$ cat config.mk
export PLATFORM = sky130hd
export DESIGN_NAME = uart_rx_frontend_flat
export DESIGN_NICKNAME = d
export VERILOG_FILES = /design/src/rtl/uart_pkg.sv /design/src/rtl/uart_rx_frontend_if.sv /design/src/rtl/uart_byte_fifo.sv /design/src/rtl/uart_rx_frontend.sv /design/src/flat_wrapper.sv
export SDC_FILE = /design/constraint.sdc
export NUM_CORES = 1
export LEC_CHECK = 0
export ABC_CLOCK_PERIOD_IN_PS = 2700
export BUFFER_PORTS_ARGS = -buffer_cell sky130_fd_sc_hd__buf_2
export CORE_MARGIN = 1
export CORE_UTILIZATION = 60
export CTS_CLUSTER_DIAMETER = 150
export CTS_CLUSTER_SIZE = 10
export DETAILED_ROUTE_END_ITERATION = 7
export HOLD_SLACK_MARGIN = 0.05
export PLACE_DENSITY = 0.77
export REMOVE_ABC_BUFFERS = 1
export SYNTH_ARGS = -nofsm -noshare
export SYNTH_HDL_FRONTEND = slang
export SYNTH_SLANG_ARGS = --single-unit
$ cat constraint.sdc
create_clock -name hw_clk -period 2.7 [get_ports hw_clk]
set_input_delay 0.27 -clock hw_clk [delete_from_list [all_inputs] [get_ports hw_clk]]
set_output_delay 0.27 -clock hw_clk [all_outputs]
set_load 0.02 [all_outputs]
$ cat src/rtl/uart_pkg.sv
// uart_pkg: shared UART constants and receive FSM state encoding
package uart_pkg;
  typedef enum logic [2:0] {IDLE, START, DATA, STOP, BREAK_WAIT} rx_state_t;
  localparam int UART_DATA_BITS = 8;
  localparam int CLKS_PER_BIT_DEFAULT = 1250;
endpackage

$ cat src/rtl/uart_rx_frontend_if.sv
// uart_rx_frontend_if: valid/ready byte stream out of the receive front end
interface uart_rx_frontend_if;
  import uart_pkg::*;
  logic [UART_DATA_BITS-1:0] rx_data;
  logic rx_valid;
  logic rx_ready;
  modport master(output rx_data, output rx_valid, input rx_ready);
  modport slave(input rx_data, input rx_valid, output rx_ready);
endinterface

$ cat src/rtl/uart_byte_fifo.sv
// uart_byte_fifo: first-word-fall-through FIFO; a push while full is taken only alongside a pop
module uart_byte_fifo #(
  parameter int DEPTH = 4,
  parameter int WIDTH = 8
) (
  input  logic             clk,
  input  logic             rst,
  input  logic             push,
  input  logic             pop,
  input  logic [WIDTH-1:0] din,
  output logic [WIDTH-1:0] dout,
  output logic             full,
  output logic             empty
);
  localparam int AW = $clog2(DEPTH);
  logic [WIDTH-1:0] mem [DEPTH];
  logic [AW:0] wp, rp;
  logic wr, rd;
  always_comb begin
    empty = wp == rp;
    full = (wp[AW] != rp[AW]) && (wp[AW-1:0] == rp[AW-1:0]);
    wr = push && (!full || pop);
    rd = pop && !empty;
    dout = empty ? '0 : mem[rp[AW-1:0]];
  end
  always_ff @(posedge clk or posedge rst) begin
    if (rst) begin
      wp <= '0;
      rp <= '0;
    end else begin
      if (wr) wp <= wp + 1'b1;
      if (rd) rp <= rp + 1'b1;
    end
  end
  always_ff @(posedge clk) begin
    if (wr) mem[wp[AW-1:0]] <= din;
  end
endmodule

$ cat src/rtl/uart_rx_frontend.sv
// uart_rx_frontend: synchronises uartrx, deserialises 8N1 frames and buffers bytes in a FIFO
module uart_rx_frontend
  import uart_pkg::*;
#(
  parameter int CLKS_PER_BIT = CLKS_PER_BIT_DEFAULT,
  parameter int FIFO_DEPTH = 4
) (
  input  logic hw_clk,
  input  logic reset,
  input  logic uartrx,
  uart_rx_frontend_if.master rx,
  output logic rx_busy,
  output logic framing_err,
  output logic overrun_err
);
  localparam int CW = $clog2(CLKS_PER_BIT + 1);
  rx_state_t state, state_n;
  logic [1:0] sync;
  logic rx_s;
  logic [CW-1:0] cnt, cnt_n;
  logic [2:0] bit_idx, bit_n;
  logic [UART_DATA_BITS-1:0] shift, shift_n;
  logic push, ferr, full, empty, pop, tick, half;
  assign rx_s = sync[1];
  assign tick = cnt == CW'(CLKS_PER_BIT);
  assign half = cnt == CW'(CLKS_PER_BIT / 2);
  assign pop = rx.rx_valid && rx.rx_ready;
  assign rx.rx_valid = !empty;
  assign rx_busy = state != IDLE;
  // cnt reads 1 in the first cycle after a transition, so a compare with N marks N cycles elapsed
  always_comb begin
    state_n = state;
    cnt_n = cnt + 1'b1;
    bit_n = bit_idx;
    shift_n = shift;
    push = 1'b0;
    ferr = 1'b0;
    case (state)
      IDLE: begin
        cnt_n = CW'(1);
        if (!rx_s) begin
          state_n = START;
          bit_n = '0;
        end
      end
      START: if (half) begin
        cnt_n = CW'(1);
        state_n = rx_s ? IDLE : DATA;
      end
      DATA: if (tick) begin
        cnt_n = CW'(1);
        shift_n = {rx_s, shift[UART_DATA_BITS-1:1]};
        bit_n = bit_idx + 3'd1;
        state_n = bit_idx == 3'd7 ? STOP : DATA;
      end
      STOP: if (tick) begin
        state_n = rx_s ? IDLE : BREAK_WAIT;
        push = rx_s;
        ferr = !rx_s;
      end
      BREAK_WAIT: state_n = rx_s ? IDLE : BREAK_WAIT;
      default: state_n = IDLE;
    endcase
  end
  always_ff @(posedge hw_clk or posedge reset) begin
    if (reset) begin
      sync <= 2'b11;
      state <= IDLE;
      cnt <= '0;
      bit_idx <= '0;
      shift <= '0;
      framing_err <= 1'b0;
      overrun_err <= 1'b0;
    end else begin
      sync <= {sync[0], uartrx};
      state <= state_n;
      cnt <= cnt_n;
      bit_idx <= bit_n;
      shift <= shift_n;
      framing_err <= ferr;
      overrun_err <= push && full && !pop;
    end
  end
  uart_byte_fifo #(.DEPTH(FIFO_DEPTH), .WIDTH(UART_DATA_BITS)) u_fifo (
    .clk(hw_clk),
    .rst(reset),
    .push(push),
    .pop(pop),
    .din(shift_n),
    .dout(rx.rx_data),
    .full(full),
    .empty(empty)
  );
endmodule

$ cat src/flat_wrapper.sv
// flat-port wrapper written by rule: the top's interface ports become plain ports
module uart_rx_frontend_flat import uart_pkg::*;
#(
  parameter int CLKS_PER_BIT = CLKS_PER_BIT_DEFAULT,
  parameter int FIFO_DEPTH = 4
)
  (hw_clk, reset, uartrx, rx_busy, framing_err, overrun_err, rx_rx_data, rx_rx_valid, rx_rx_ready);
  uart_rx_frontend_if rx_i ();
  input  logic hw_clk;
  input  logic reset;
  input  logic uartrx;
  output logic rx_busy;
  output logic framing_err;
  output logic overrun_err;
  output wire logic [$bits(rx_i.rx_data)-1:0] rx_rx_data;
  output wire logic [$bits(rx_i.rx_valid)-1:0] rx_rx_valid;
  input wire logic [$bits(rx_i.rx_ready)-1:0] rx_rx_ready;
  assign rx_rx_data = rx_i.rx_data;
  assign rx_rx_valid = rx_i.rx_valid;
  assign rx_i.rx_ready = rx_rx_ready;
  uart_rx_frontend #(.CLKS_PER_BIT(CLKS_PER_BIT), .FIFO_DEPTH(FIFO_DEPTH)) u_core (.hw_clk(hw_clk), .reset(reset), .uartrx(uartrx), .rx(rx_i), .rx_busy(rx_busy), .framing_err(framing_err), .overrun_err(overrun_err));
endmodule
; ---- Word level (Yosys, flattened, before mapping)
; Memory sizes are Yosys's and may differ from the RTL's.
; Cells that the tools add are included.
[op_classes]
add_sub_neg = 4
n_mul = 0
div_mod_pow = 0
n_lt_le_gt_ge = 0
n_eq_ne = 14
n_shift = 0
muxes = 23
bitwise_logic = 0
n_reduce_logical = 16
[ops]
columns = cell, n
row1 = one-hot mux 11 bit (3 select lines), 1
row2 = two-way mux 8 bit, 3
row3 = two-way mux 11 bit, 2
row4 = two-way mux 3 bit, 7
row5 = one-hot mux 3 bit (5 select lines), 1
row6 = "adder 11 x 1 -> 11 bit, second input constant", 1
row7 = "== test 11 x 10 -> 1 bit, second input constant", 1
row8 = "== test 11 bit, second input constant", 1
row9 = "adder 3 x 1 -> 3 bit, second input constant", 3
row10 = two-way mux 1 bit, 7
row11 = "== test 3 x 2 -> 1 bit, second input constant", 2
row12 = "== test 3 bit, second input constant", 2
row13 = logical AND 1 bit, 6
row14 = "inequality test 2 x 1 -> 1 bit, second input constant", 3
row15 = one-hot mux 3 bit (2 select lines), 1
row16 = logical NOT 1 bit, 4
row17 = AND reduction 4 bit, 1
row18 = "== test 3 x 1 -> 1 bit, second input constant", 1
row19 = == test 3 bit, 1
row20 = logical NOT 3 bit, 1
row21 = AND reduction 3 bit, 1
row22 = nonzero test 3 bit, 1
row23 = == test 2 bit, 1
row24 = two-way mux 2 bit, 1
row25 = other kinds (4), 4
[word_totals]
register_bits = 35
latch_bits = 0
ram_bits = 32
rom_bits = 0
input_bits = 4
memories = 1
[memory_table]
columns = name, depth, width, rd, rd_ports_with_merged_regs, wr, line_no
row1 = u_core.u_fifo.mem, 4, 8, 1, 0, 1, uart_byte_fifo.sv:16  ; logic [WIDTH-1:0] mem [DEPTH];

; ---- Longest topological paths before layout
[depth]
word_depth = 7
mapped_depth = 7

; ---- By module
; Synthesis repeated with hierarchy kept, for this count alone.
[unflattened]
cells_unflattened = 217
area_unflattened_um2 = 3123.0
[modules_own_cells]
columns = mod, n_inst, cells_each, area_per_inst_um2
row1 = uart_byte_fifo, 1, 86, 1665.3
row2 = uart_rx_frontend, 1, 131, 1457.6

; ---- Least setup slack after synthesis
; No wires, ideal clock.
[synth_timing]
path_type = register to register
from = register u_core.cnt[3]
to = memory u_core.u_fifo.mem[2][0] (enable)
setup_ns = 0.332
arrival_time_ns = 1.903
required_ns = 2.368
setup_slack_ns = 0.465
path_stages_with_launch = 5
path_buffers = 0
period_less_slack_ns = 2.235
cell_sequence = dfrtp_1 > or4b_1 > or3_4 > nor3_4 > and2_1
[synth_between]
elab_chain_cells = 6
[synth_lines]
columns = element, line_no
row1 = "start, declared", uart_rx_frontend.sv:20  ; logic [CW-1:0] cnt, cnt_n;
row2 = "start signal, assigned", uart_rx_frontend.sv:77  ; cnt <= cnt_n;
row3 = == test 11 bit, uart_rx_frontend.sv:25  ; assign tick = cnt == CW'(CLKS_PER_BIT);
row4 = two-way mux 1 bit, uart_rx_frontend.sv:56  ; STOP: if (tick) begin
row5 = two-way mux 1 bit, uart_rx_frontend.sv:38  ; case (state)
row6 = logical AND 1 bit, uart_byte_fifo.sv:22  ; wr = push && (!full || pop);
row7 = two-way mux 1 bit, uart_byte_fifo.sv:36  ; if (wr) mem[wp[AW-1:0]] <= din;
row8 = two-way mux 1 bit (not written as such), uart_byte_fifo.sv:36
row9 = "end, declared", uart_byte_fifo.sv:16
; No other way between the ends.

; ---- Worst setup path in the final report
[layout_timing]
from = register u_core.cnt[2]
to = memory u_core.u_fifo.mem[1][2] (enable)
; The elaborated chain is that of the path after synthesis.

==> flow_summary.json <==
{
  "top_level_ports": 16,
  "clock_path_buffers": 2,
  "post-cts-setup-buffer-count": 0,
  "hold_path_class": "in -> reg",
  "maxSlewHeadroom": 0.579,
  "synth_warnings": 0,
  "multi_input_area_um2": 1060,
  "synth.avg_cell_area_um2": 14.3,
  "highest_layer": "met4",
  "ys_types": 42,
  "synthCells": 208,
  "routed_wl_um": 5070,
  "clk_pin_slew_ps": 70,
  "core_region_area_um2": 4720,
  "n_antenna_cell": 0,
  "antenna_found_initial": 0,
  "rows": 25,
  "num-fill-cells": 314,
  "synth_most_common_cell": "dfrtp_1",
  "hold_viol_final": 0,
  "end_kind": "register",
  "final_nets": 248,
  "dp_slack_ps": 243,
  "setup_tns_ps": 0,
  "arrival_ps": 2480,
  "timing.final.ws_setup_ps": 215,
  "yosys-top-cells-count": "dfrtp_1, edfxtp_1, nor2_1",
  "seq_area_um2": 1840,
  "die-area_um2": 5230,
  "gr-usage-all-layers": 0.232,
  "clock_latency_ps": 340,
  "synthArstFlopShare": 0.522,
  "place_congestion": 0.818,
  "cts.sinks": 67,
  "syn_to_final_growth_pct": 13.1,
  "grt_setup_unrepaired": "no",
  "ys_seq_area_frac": 0.621,
  "synth_edf_count": 32,
  "first_global_vias": 1813,
  "reg2reg_from": "u_core.cnt[2]$_DFF_PP0_",
  "port-buffer-count": 15,
  "die_w_um": 72.3,
  "start_kind": "register",
  "wl_per_cell_um": 16.6,
  "fmax_mhz": 402,
  "tightest_slew_ps": 627,
  "drive_gt1_frac": 0.247,
  "drv_slew": 0,
  "reg2reg_to": "u_core.u_fifo.mem[1][2]$_DFFE_PP_",
  "cts_root_buffer": "clkbuf_8",
  "vias_per_cell": 5.58,
  "setup_viol": 0,
  "h-tree-depth": 3,
  "outcome": "complete, no violations",
  "cp-startpoint": "u_core.cnt[2]$_DFF_PP0_",
  "regToRegSetupSlack_ps": 210,
  "critical_path.cell_chain": "or4b_1 > or3_4 > nor3_4 > and2_1",
  "yosysTopAreaCell": "edfxtp_1",
  "cts_buffers": 9,
  "met2_length_um": 2660,
  "power.density_nw_per_um2": 748,
  "fin_cells": 306,
  "met1_length_um": 2160,
  "post_cts_resized": 0,
  "wl_met3_um": 169,
  "worstPathMaxFanout": 8,
  "critPathRequiredTime_ps": 2700,
  "initial_core_util": 0.628,
  "grt_max_degree": 36,
  "r2r_cells": 4,
  "dpl.cell_count": 288,
  "fin_crit_sh": 0.920,
  "cp-endpoint": "u_core.u_fifo.mem[1][2]$_DFFE_PP_",
  "crit_slowest_cell": "or4b_1",
  "die_y_um": 72.3,
  "drt_iter0_drc": 121,
  "slowest_delay_ps": 570,
  "finalClockSkew_ps": 8.90,
  "syn_area_um2": 2960,
  "drc": 0,
  "path_class": "reg -> reg",
  "drv_cap": 0,
  "grt_pass1_wl_um": 8690,
  "fin_crit_ps": 2490,
  "gr-total-overflow": 0,
  "vias": 1706,
  "tritoncts": "yes",
  "netlist_top_cells_area": "edfxtp_1, dfrtp_1, mux4_2",
  "first_pass_iters": 4,
  "ir_worst_vdd_mv": 0.385,
  "synth_flop_cell": "dfrtp_1",
  "dp_hpwl_um": 3610,
  "leakage_nw": 1.40,
  "total_power_mw": 2.51,
  "synth_top_area_frac": 0.324,
  "drtAntennaViolNets": 0,
  "ys_ff_latch": 67
}
==> per-layer routing <==
metal / global-route usage / vias up
li1: - / 803
met4: 0.102 / 0
met1: 0.290 / 857
met5: 0 / -
met2: 0.379 / 38
met3: 0.0653 / 8
==> repair_timing <==
| item | CTS | global route |
|---|---|---|
| setup endpoints to repair | 0 | 0 |
| hold buffers | 2 | 0 |
| endpoints found under the hold margin | 34 | 0 |
==> where the power goes <==
part / switching, mW / internal, mW / leakage [nW] / total, mW
clock network: 0.365 / 0.519 / 0.107 / 0.884
logic: 0.247 / 0.242 / 0.506 / 0.489
registers: 0.0451 / 1.09 / 0.785 / 1.13
total: 0.657 / 1.85 / 1.40 / 2.51
==> stage by stage <==
step / utilization / hold WS [ps] / area [µm²]
after floorplan: - / 274 / 2940
after detailed placement: 0.661 / 347 / 3120
final: 0.710 / 269 / 3350
after global routing: 0.710 / 276 / 3350
after CTS: 0.710 / 263 / 3350
after global placement: 0.661 / 346 / 3120
==> worst max-delay path: cells and delay by family, from the launching register on <==
kind,cells,cell delay [ps]
DFF,1,450
and+or+nand+nor,4,1690
==> how the worst min path moves through the flow <==
stage | from | endpoint | slack [ps] | cells after the start
after floorplan | uartrx | u_core.sync[0]$_DFF_PP1_ | 270 | 0
after global placement | u_core.sync[0]$_DFF_PP1_ | u_core.sync[1]$_DFF_PP1_ | 350 | 0
after detailed placement | u_core.sync[0]$_DFF_PP1_ | u_core.sync[1]$_DFF_PP1_ | 350 | 0
after CTS | rx_rx_ready | u_core.u_fifo.rp[2]$_DFFE_PP0P_ | 260 | 3
after global routing | rx_rx_ready | u_core.u_fifo.rp[2]$_DFFE_PP0P_ | 280 | 3
final | rx_rx_ready | u_core.u_fifo.rp[0]$_DFFE_PP0P_ | 270 | 3
==> cell usage in the layout (no fill, tap or decap), types with 2 or more instances in the layout <==
master	count
nor3b_1	3
buf_2	15
dfrtp_1	33
xnor2_1	13
buf_4	3
clkbuf_8	9
inv_1	10
dfstp_2	2
mux4_2	8
clkinv_2	2
edfxtp_1	32
clkbuf_1	2
nand2_1	10
nor2_1	17
xor2_1	3
ha_1	10
dlygate4sd3_1	2
o21ai_0	3
nor4_1	2
mux2_2	10
and2_1	11
nand3b_1	2
nor3_1	5
bufinv_16	2
nand3_1	6
nand4_1	3
==> final cells by class <==
class | count | area share
Sequential cell | 67 | 0.549
Multi-Input combinational cell | 126 | 0.317
Clock buffer | 11 | 0.0392
Timing Repair Buffer | 20 | 0.0351
Tap cell | 67 | 0.0250
Clock inverter | 5 | 0.0235
Inverter | 10 | 0.0112
==> logic make-up after synthesis <==
logic type	Yosys count	synth area share
AO/OA/AOI/OAI	9	0.0211
AND/OR/NAND/NOR	72	0.146
flip-flops	67	0.621
XOR/XNOR	16	0.0473
adder cells (fa/ha/maj)	10	0.0422
multiplexers	19	0.103
buffers and inverters	15	0.0207
==> flip-flops by register name, indices dropped and copies added, names as in the netlist <==
register / cells
u_core.cnt: 11
u_core.u_fifo.wp: 3
u_core.framing_err: 1
u_core.sync: 2
u_core.state: 3
u_core.overrun_err: 1
u_core.bit_idx: 3
u_core.u_fifo.mem: 32
u_core.u_fifo.rp: 3
u_core.shift: 8
Note: power is estimated with default switching activity, not from simulation.
